`src/rtl/parity_pkg.sv`:
```
// parity_pkg: shared FSM states, default width and line levels for the parity serializer
package parity_pkg;
  typedef enum logic [2:0] {IDLE, START, DATA, PARITY, STOP} state_t;
  localparam int DEF_DATA_W = 4;
  localparam logic IDLE_LVL = 1'b1;
  localparam logic START_LVL = 1'b0;
  localparam logic STOP_LVL = 1'b1;
endpackage

```
`src/rtl/parity_rr_arb.sv`:
```
// parity_rr_arb: 2-way round-robin arbiter holding the last-grant pointer
module parity_rr_arb (
  input  logic       clk,
  input  logic       rst_n,
  input  logic [1:0] req,
  input  logic       upd,
  output logic [1:0] gnt,
  output logic       gnt_id
);
  logic last;
  // pointer resets to 1 so requester 0 wins the first contended round
  assign gnt_id = &req ? ~last : req[1];
  assign gnt = ~|req ? 2'b00 : (gnt_id ? 2'b10 : 2'b01);
  always_ff @(posedge clk or negedge rst_n)
    if (!rst_n) last <= 1'b1;
    else if (upd) last <= gnt_id;
endmodule

```
`src/rtl/parity_tx_sched.sv`:
```
// parity_tx_sched: arbitrates two nibble sources and serializes a start/data/parity/stop frame
module parity_tx_sched
  import parity_pkg::*;
#(
  parameter int DATA_W     = DEF_DATA_W,
  parameter int BIT_CYCLES = 4,
  parameter bit ODD_PARITY = 1'b0
) (
  input  logic              clk,
  input  logic              rst_n,
  input  logic [1:0]        req_valid,
  input  logic [DATA_W-1:0] req_data0,
  input  logic [DATA_W-1:0] req_data1,
  output logic [1:0]        req_ready,
  output logic              tx_out,
  output logic              tx_busy,
  output logic              grant_id,
  output logic              frame_done
);
  localparam int CW  = BIT_CYCLES > 1 ? $clog2(BIT_CYCLES) : 1;
  localparam int BW  = DATA_W > 1 ? $clog2(DATA_W) : 1;
  localparam int PEN = BIT_CYCLES > 1 ? BIT_CYCLES - 2 : 0;
  state_t            state;
  logic [CW-1:0]     cyc;
  logic [BW-1:0]     bit_idx;
  logic [DATA_W-1:0] shreg, sh_nxt, cap;
  logic [1:0]        gnt;
  logic              gid, par, hs, last_cyc, done_set;
  parity_rr_arb u_arb (
    .clk    (clk),
    .rst_n  (rst_n),
    .req    (req_valid),
    .upd    (hs),
    .gnt    (gnt),
    .gnt_id (gid)
  );
  assign req_ready = (rst_n && state == IDLE) ? gnt : 2'b00;
  assign hs        = |(req_valid & req_ready);
  assign cap       = gid ? req_data1 : req_data0;
  assign sh_nxt    = shreg >> 1;
  assign tx_busy   = state != IDLE;
  assign last_cyc  = cyc == CW'(BIT_CYCLES - 1);
  // frame_done is registered, so it is set one edge ahead of the last STOP cycle
  assign done_set  = BIT_CYCLES == 1 ? state == PARITY : (state == STOP && cyc == CW'(PEN));
  always_ff @(posedge clk or negedge rst_n) begin
    if (!rst_n) begin
      state      <= IDLE;
      cyc        <= '0;
      bit_idx    <= '0;
      shreg      <= '0;
      par        <= 1'b0;
      tx_out     <= IDLE_LVL;
      grant_id   <= 1'b0;
      frame_done <= 1'b0;
    end else begin
      frame_done <= done_set;
      if (state == IDLE) begin
        if (hs) begin
          state    <= START;
          cyc      <= '0;
          shreg    <= cap;
          par      <= ODD_PARITY ? ~^cap : ^cap;
          grant_id <= gid;
          tx_out   <= START_LVL;
        end
      end else if (!last_cyc) begin
        cyc <= cyc + 1'b1;
      end else begin
        cyc <= '0;
        case (state)
          START: begin
            state   <= DATA;
            bit_idx <= '0;
            tx_out  <= shreg[0];
          end
          DATA: begin
            if (bit_idx == BW'(DATA_W - 1)) begin
              state  <= PARITY;
              tx_out <= par;
            end else begin
              bit_idx <= bit_idx + 1'b1;
              shreg   <= sh_nxt;
              tx_out  <= sh_nxt[0];
            end
          end
          PARITY: begin
            state  <= STOP;
            tx_out <= STOP_LVL;
          end
          default: begin
            state  <= IDLE;
            tx_out <= IDLE_LVL;
          end
        endcase
      end
    end
  end
endmodule

```
`config.mk`:
```
export PLATFORM = sky130hd
export DESIGN_NAME = parity_tx_sched
export DESIGN_NICKNAME = d
export VERILOG_FILES = /design/src/rtl/parity_pkg.sv /design/src/rtl/parity_rr_arb.sv /design/src/rtl/parity_tx_sched.sv
export SDC_FILE = /design/constraint.sdc
export NUM_CORES = 1
export LEC_CHECK = 0
export ABC_CLOCK_PERIOD_IN_PS = 3900
export BUFFER_PORTS_ARGS = -buffer_cell sky130_fd_sc_hd__buf_4
export CORE_UTILIZATION = 58
export DETAILED_ROUTE_END_ITERATION = 12
export PLACE_DENSITY = 0.83
export SLEW_MARGIN = 20
export SYNTH_ARGS = -nofsm -noshare
export SYNTH_HDL_FRONTEND = slang
export SYNTH_HIERARCHICAL = 1
export SYNTH_SLANG_ARGS = --single-unit
export TNS_END_PERCENT = 5
```
`constraint.sdc`:
```
create_clock -name clk -period 3.9 [get_ports clk]
set_input_delay 0.585 -clock clk [delete_from_list [all_inputs] [get_ports clk]]
set_output_delay 0.585 -clock clk [all_outputs]
set_load 0.02 [all_outputs]
```
# --- After elaboration in Yosys (flattened, before gate mapping) ---
# Cells that the tools add are included.
op_classes:
  n_addsub: 2
  n_eq_ne: 11
  n_mux: 25
  n_bitwise: 3
  n_reduce_logical: 16
ops:
  columns: ["op", "count"]
  rows:
  - ["2-to-1 mux 4 bit", 6]
  - ["2-to-1 mux 2 bit", 7]
  - ["2-to-1 mux 3 bit", 4]
  - ["case mux 3 bit (3 select lines)", 1]
  - ["AND reduction 4 bit", 2]
  - ["equality test 2 bit, second input constant", 3]
  - ["equality test 3 x 2 -> 1 bit, second input constant", 2]
  - ["inequality test 2 bit, second input constant", 3]
  - ["AND reduction 2 bit", 3]
  - ["nonzero test 2 bit", 3]
  - ["2-to-1 mux 1 bit", 5]
  - ["adder 2 x 1 -> 2 bit, second input constant", 2]
  - ["case mux 2 bit (2 select lines)", 1]
  - ["OR reduction 2 bit", 2]
  - ["parity 4 bit", 1]
  - ["equality test 3 x 1 -> 1 bit, second input constant", 1]
  - ["equality test 3 bit, second input constant", 1]
  - ["logical NOT 3 bit", 1]
  - ["inequality test 3 bit, second input constant", 1]
  - ["AND reduction 3 bit", 1]
  - ["nonzero test 3 bit", 1]
  - ["AND 2 bit", 1]
  - ["logical AND 1 bit", 2]
  - ["NOT 1 bit", 2]
  - ["case mux 1 bit (2 select lines)", 1]
totals:
  regBits: 16
  input_bits: 12
  wordCells: 66

# --- Logic depth before layout (Yosys ltp) ---
logic_depth:
  word_depth: 9
  mapped_depth: 7
  depth_no_buf: 6

# --- By module ---
# Netlist, hierarchy kept.
by_module_without_submodules:
  columns: ["mod", "instances", "cells_each", "area_per_inst_um2", "seq_area_each_um2"]
  rows:
  - ["parity_tx_sched", 1, 88, 927.1, 376.6]
  - ["parity_rr_arb", 1, 6, 71.3, 26.3]

# --- Least setup slack after synthesis ---
# Ideal clock, no wire load.
synth_path:
  path_kind: "input -> register"
  start: "in req_valid[0]"
  end: "reg shreg[0]"
  setup_ps: 125
  t_arrival_ps: 1559
  required_ps: 3775
  slack_ps: 2216
  cell_stages: 5
  n_path_buf: 0
  cell_sequence: "a21boi_0 -> a22o_1 -> a31oi_4 -> nor2_4 -> mux2_4"
synth_between:
  elab_chain_cells: 9
synth_lines:
  columns: ["item", "line_no", "text"]
  rows:
  - ["from (decl)", "parity_tx_sched.sv:11", "input logic [1:0] req_valid,"]
  - ["AND reduction 2 bit", "parity_rr_arb.sv:12", "assign gnt_id = &req ? ~last : req[1];"]
  - ["2-to-1 mux 1 bit", "parity_rr_arb.sv:12", null]
  - ["2-to-1 mux 2 bit (2 in series)", "parity_rr_arb.sv:13", "assign gnt = ~|req ? 2'b00 : (gnt_id ? 2'b10 : 2'b01);"]
  - ["2-to-1 mux 2 bit", "parity_tx_sched.sv:37", "assign req_ready = (rst_n && state == IDLE) ? gnt : 2'b00;"]
  - ["AND 2 bit", "parity_tx_sched.sv:38", "assign hs = |(req_valid & req_ready);"]
  - ["OR reduction 2 bit", "parity_tx_sched.sv:38", null]
  - ["inequality test 2 bit (no source line)", null, null]
  - ["AND reduction 4 bit (no source line)", null, null]
  - ["to (signal assigned)", "parity_tx_sched.sv:61", "shreg <= cap;"]
  - ["to (signal assigned)", "parity_tx_sched.sv:82", "shreg <= sh_nxt;"]
  - ["to (decl)", "parity_tx_sched.sv:26", "logic [DATA_W-1:0] shreg, sh_nxt, cap;"]
# Several ways; a longest one is shown, not always the timed one. The select of a mux whose other input is x is not followed.
# A chain may end at the register's enable or synchronous reset.

# --- Final worst setup path ---
layout_path:
  start: "reg state[1]"
  end: "out tx_busy"
layout_between:
  elab_chain_cells: 1
layout_lines:
  columns: ["item", "line_no", "text"]
  rows:
  - ["from (decl)", "parity_tx_sched.sv:23", "state_t state;"]
  - ["from (signal assigned)", "parity_tx_sched.sv:47", "state <= IDLE;"]
  - ["from (signal assigned)", "parity_tx_sched.sv:59", "state <= START;"]
  - ["from (signal assigned)", "parity_tx_sched.sv:72", "state <= DATA;"]
  - ["nonzero test 3 bit", "parity_tx_sched.sv:41", "assign tx_busy = state != IDLE;"]
  - ["to (decl)", "parity_tx_sched.sv:16", "output logic tx_busy,"]
# No other way between the ends.

==> impl_metrics.csv <==
group,metric,value,unit
yosys,synth_top_area_share,35.09,%
place,io_buffers,17,
critical_path,cp-end-kind,"output pin",
cells_and_area,utilization,73.11,%
cells_and_area,fill_cells,124,
yosys,synthesis.nets,109,
cts,post-cts-setup-buffers,0,
place,dp_cells,122,
critical_path,crit_chain,"nor3_4 > inv_2 > buf_4",
sta,rsz0062_at_grt,"no",
place,dpl_worst_slack,1.922,ns
routing,num_vias,726,
cells_and_area,multiInputGateArea,534.3,um2
power_and_ir_drop,power_frac_seq,39.4,%
sta,post-route-min-period,2.055,ns
cts,tritoncts,"done",
die,io_pins,18,
die,start_util,64.04,%
cts,clockBufferDepth,2,
yosys,ys_async_sr_fraction,100.0,%
sta,worst_slack,1.845,ns
yosys,synth_area_leaders,"dfrtp_1 35%, mux2i_1 6.0%, mux2_4 6.0%, dfstp_2 5.3%, o21ai_0 5.0%",
cts,htree_num_levels,1,
sta,timing_hold_violations_final,0,
cts,cts_made_buffers,3,
cells_and_area,diodes,0,
routing,detail_route.wirelength,1.867,mm
power_and_ir_drop,switching_share,41.03,%
sta,whs,0.1457,ns
sta,tightest_slew,0.4472,ns
place,gp_congestion,0.7920,
place,post_dp_cell_area,0.001104,mm2
run_status,status,"finished, final reports clean",
power_and_ir_drop,finalPower,824.4,uW
critical_path,start_kind,"flop",
hold_path,hp-class,"in2async",
grt,grt_overflow_total,0,
critical_path,crit_fanout,12,
critical_path,reg2reg_depth,6,
yosys,ys_ff_latch,16,
cells_and_area,layout.cells.non_filler,126,
place,dpl.hpwl,1.495,mm
routing,antenna_left,0,
sta,setup_tns,0,ns
power_and_ir_drop,pwr-share-comb,46.8,%
cells_and_area,seq_area,402.9,um2
cells_and_area,stdcell_area,0.001140,mm2
grt,first_global_vias,717,
critical_path,regToRegSetupSlack,2.06,ns
critical_path,r2r-end,"shreg[2]",
grt,grt_max_degree,22,
yosys,netlist_instances,94,
yosys,ys_types,37,
routing,drt-pass1-iter-count,3,
cts,clkTransAtPathRegs,0.10,ns
cts,cts-root-buf,"clkbuf_4",
routing,drc,0,
grt,antenna_found_initial,0,
critical_path,cp_data_arrival_time,1.47,ns
yosys,seq_area_frac_synth,40.35,%
cells_and_area,fin_nets,126,
yosys,syn_area_per_cell,10.62,um2
routing,post_drt_wl_per_cell,14.82,um
die,core,0.001559,mm2
cells_and_area,drive_above_1_share,33.64,%
routing,vias_per_cell,5.762,
sta,skew,0.006117,ns
die,dieArea,0.001891,mm2
cts,hold_buffers,0,
critical_path,path_buf_inv,2,
grt,track_usage,22.84,%
yosys,synth-edff-count,0,
yosys,synthFlopType,"dfrtp_1",
power_and_ir_drop,peakVddDrop,0.4095,mV
power_and_ir_drop,pwr-share-clk,13.8,%
sta,final_max_slew_viol_count,0,
run,maxCapViolCount,0,
routing,drt_iter0_markers,8,
yosys,syn_area,998.5,um2
yosys,yosys_warnings,6,
die,rows,14,
die,die_w,43.49,um
grt,grt_pass1_wl,3.153,mm
critical_path,cp_top_family,"flip-flops",
critical_path,cp_slowest_cell,"dfrtp_1",
power_and_ir_drop,p_leak,0.5324,nW
yosys,synth_area_leader_cell,"dfrtp_1",
critical_path,slowest_delay,0.52,ns
power_and_ir_drop,p_int,486.2,uW
power_and_ir_drop,power_density,723.3,mW/mm2
cells_and_area,area_growth,14.16,%
sta,fmax,0.4867,GHz
critical_path,worstPathRequired,3.31,ns
sta,slew_headroom,70.19,%
die,chipHeight,43.49,um
cts,insertion_delay,0.30,ns
sta,finalSetupViolations,0,
power_and_ir_drop,switchingPower,338.2,uW
critical_path,critPathKind,"reg2out",
sta,fin_crit_sh,52.68,%
cts,ctsResizeCount,0,
critical_path,regToRegStartpoint,"u_arb/last",
cts,cts_sinks,16,
==> placed cells by master (no fill, tap or decap), types with 2 or more instances in the layout <==
cell type  instances
buf_4             17
dfrtp_1           14
nand2_1           10
o21ai_0           10
mux2i_1            6
a21oi_1            5
inv_1              4
mux2_4             4
xnor2_1            3
ha_1               3
clkbuf_4           3
and3_1             2
nor2_1             2
mux2_2             2
dfstp_2            2
a21boi_0           2
==> registers in the layout, indices dropped and copies added (netlist names) <==
| register | count |
|---|---|
| u_arb/last | 1 |
| tx_out | 1 |
| frame_done | 1 |
| cyc | 2 |
| state | 3 |
| par | 1 |
| grant_id | 1 |
| bit_idx | 2 |
| shreg | 4 |
==> cell type report <==
type,instances,share of cell area (%)
Tap cell,16,1.756
Clock buffer,4,3.183
Inverter,5,1.647
Multi-Input combinational cell,68,46.87
Timing Repair Buffer,17,11.20
Sequential cell,16,35.35
==> Yosys cell counts, types with 2 or more instances <==
| master | count |
|---|---|
| mux2i_1 | 6 |
| mux2_2 | 2 |
| buf_6 | 2 |
| buf_4 | 2 |
| mux2_4 | 4 |
| dfstp_2 | 2 |
| and3_1 | 2 |
| xnor2_1 | 3 |
| ha_1 | 3 |
| o21ai_0 | 10 |
| inv_1 | 4 |
| a21oi_1 | 5 |
| a21boi_0 | 2 |
| dfrtp_1 | 14 |
| nor2_1 | 2 |
| nand2_1 | 10 |
==> metal layers <==
| layer | track usage (%) | up-vias | wire length, um |
|---|---|---|---|
| met3 | 5.000 | 2 | 64 |
| met4 | 5.625 | 0 | 18 |
| li1 | - | 361 | - |
| met1 | 28.73 | 342 | 820 |
| met2 | 40.00 | 21 | 964 |
| met5 | 0 | - | 0 |
==> power by group through the flow <==
stage / clock [mW] / combinational, mW / sequential, mW
after floorplan: 0 / 0.337 / 0.296
after global placement: 0 / 0.366 / 0.323
after detailed placement: 0 / 0.388 / 0.327
after CTS: 0.113 / 0.389 / 0.324
after global routing: 0.121 / 0.426 / 0.336
final: 0.114 / 0.386 / 0.325
==> kinds of logic (layout without fill, tap and decap cells) <==
group | after synthesis | in the layout | synth area share [%]
AOI/OAI and AO/OA | 26 | 26 | 18.17
xor gates and xnor gates | 3 | 3 | 2.632
adders and majority gates | 3 | 3 | 3.760
buffers and inverters | 10 | 26 | 6.138
DFF | 16 | 16 | 40.35
muxes | 12 | 12 | 14.29
and+or+nand+nor | 24 | 24 | 14.66
==> worst max path at each step <==
stage / startpoint / cells after the start / endpoint
final: state[1] / 3 / tx_busy
after global routing: u_arb/last / 4 / req_ready[0]
after CTS: state[0] / 3 / tx_busy
after detailed placement: req_valid[0] / 6 / par
after global placement: req_valid[0] / 6 / par
after floorplan: req_valid[0] / 5 / shreg[0]
Note: power is estimated with default switching activity, not from simulation.
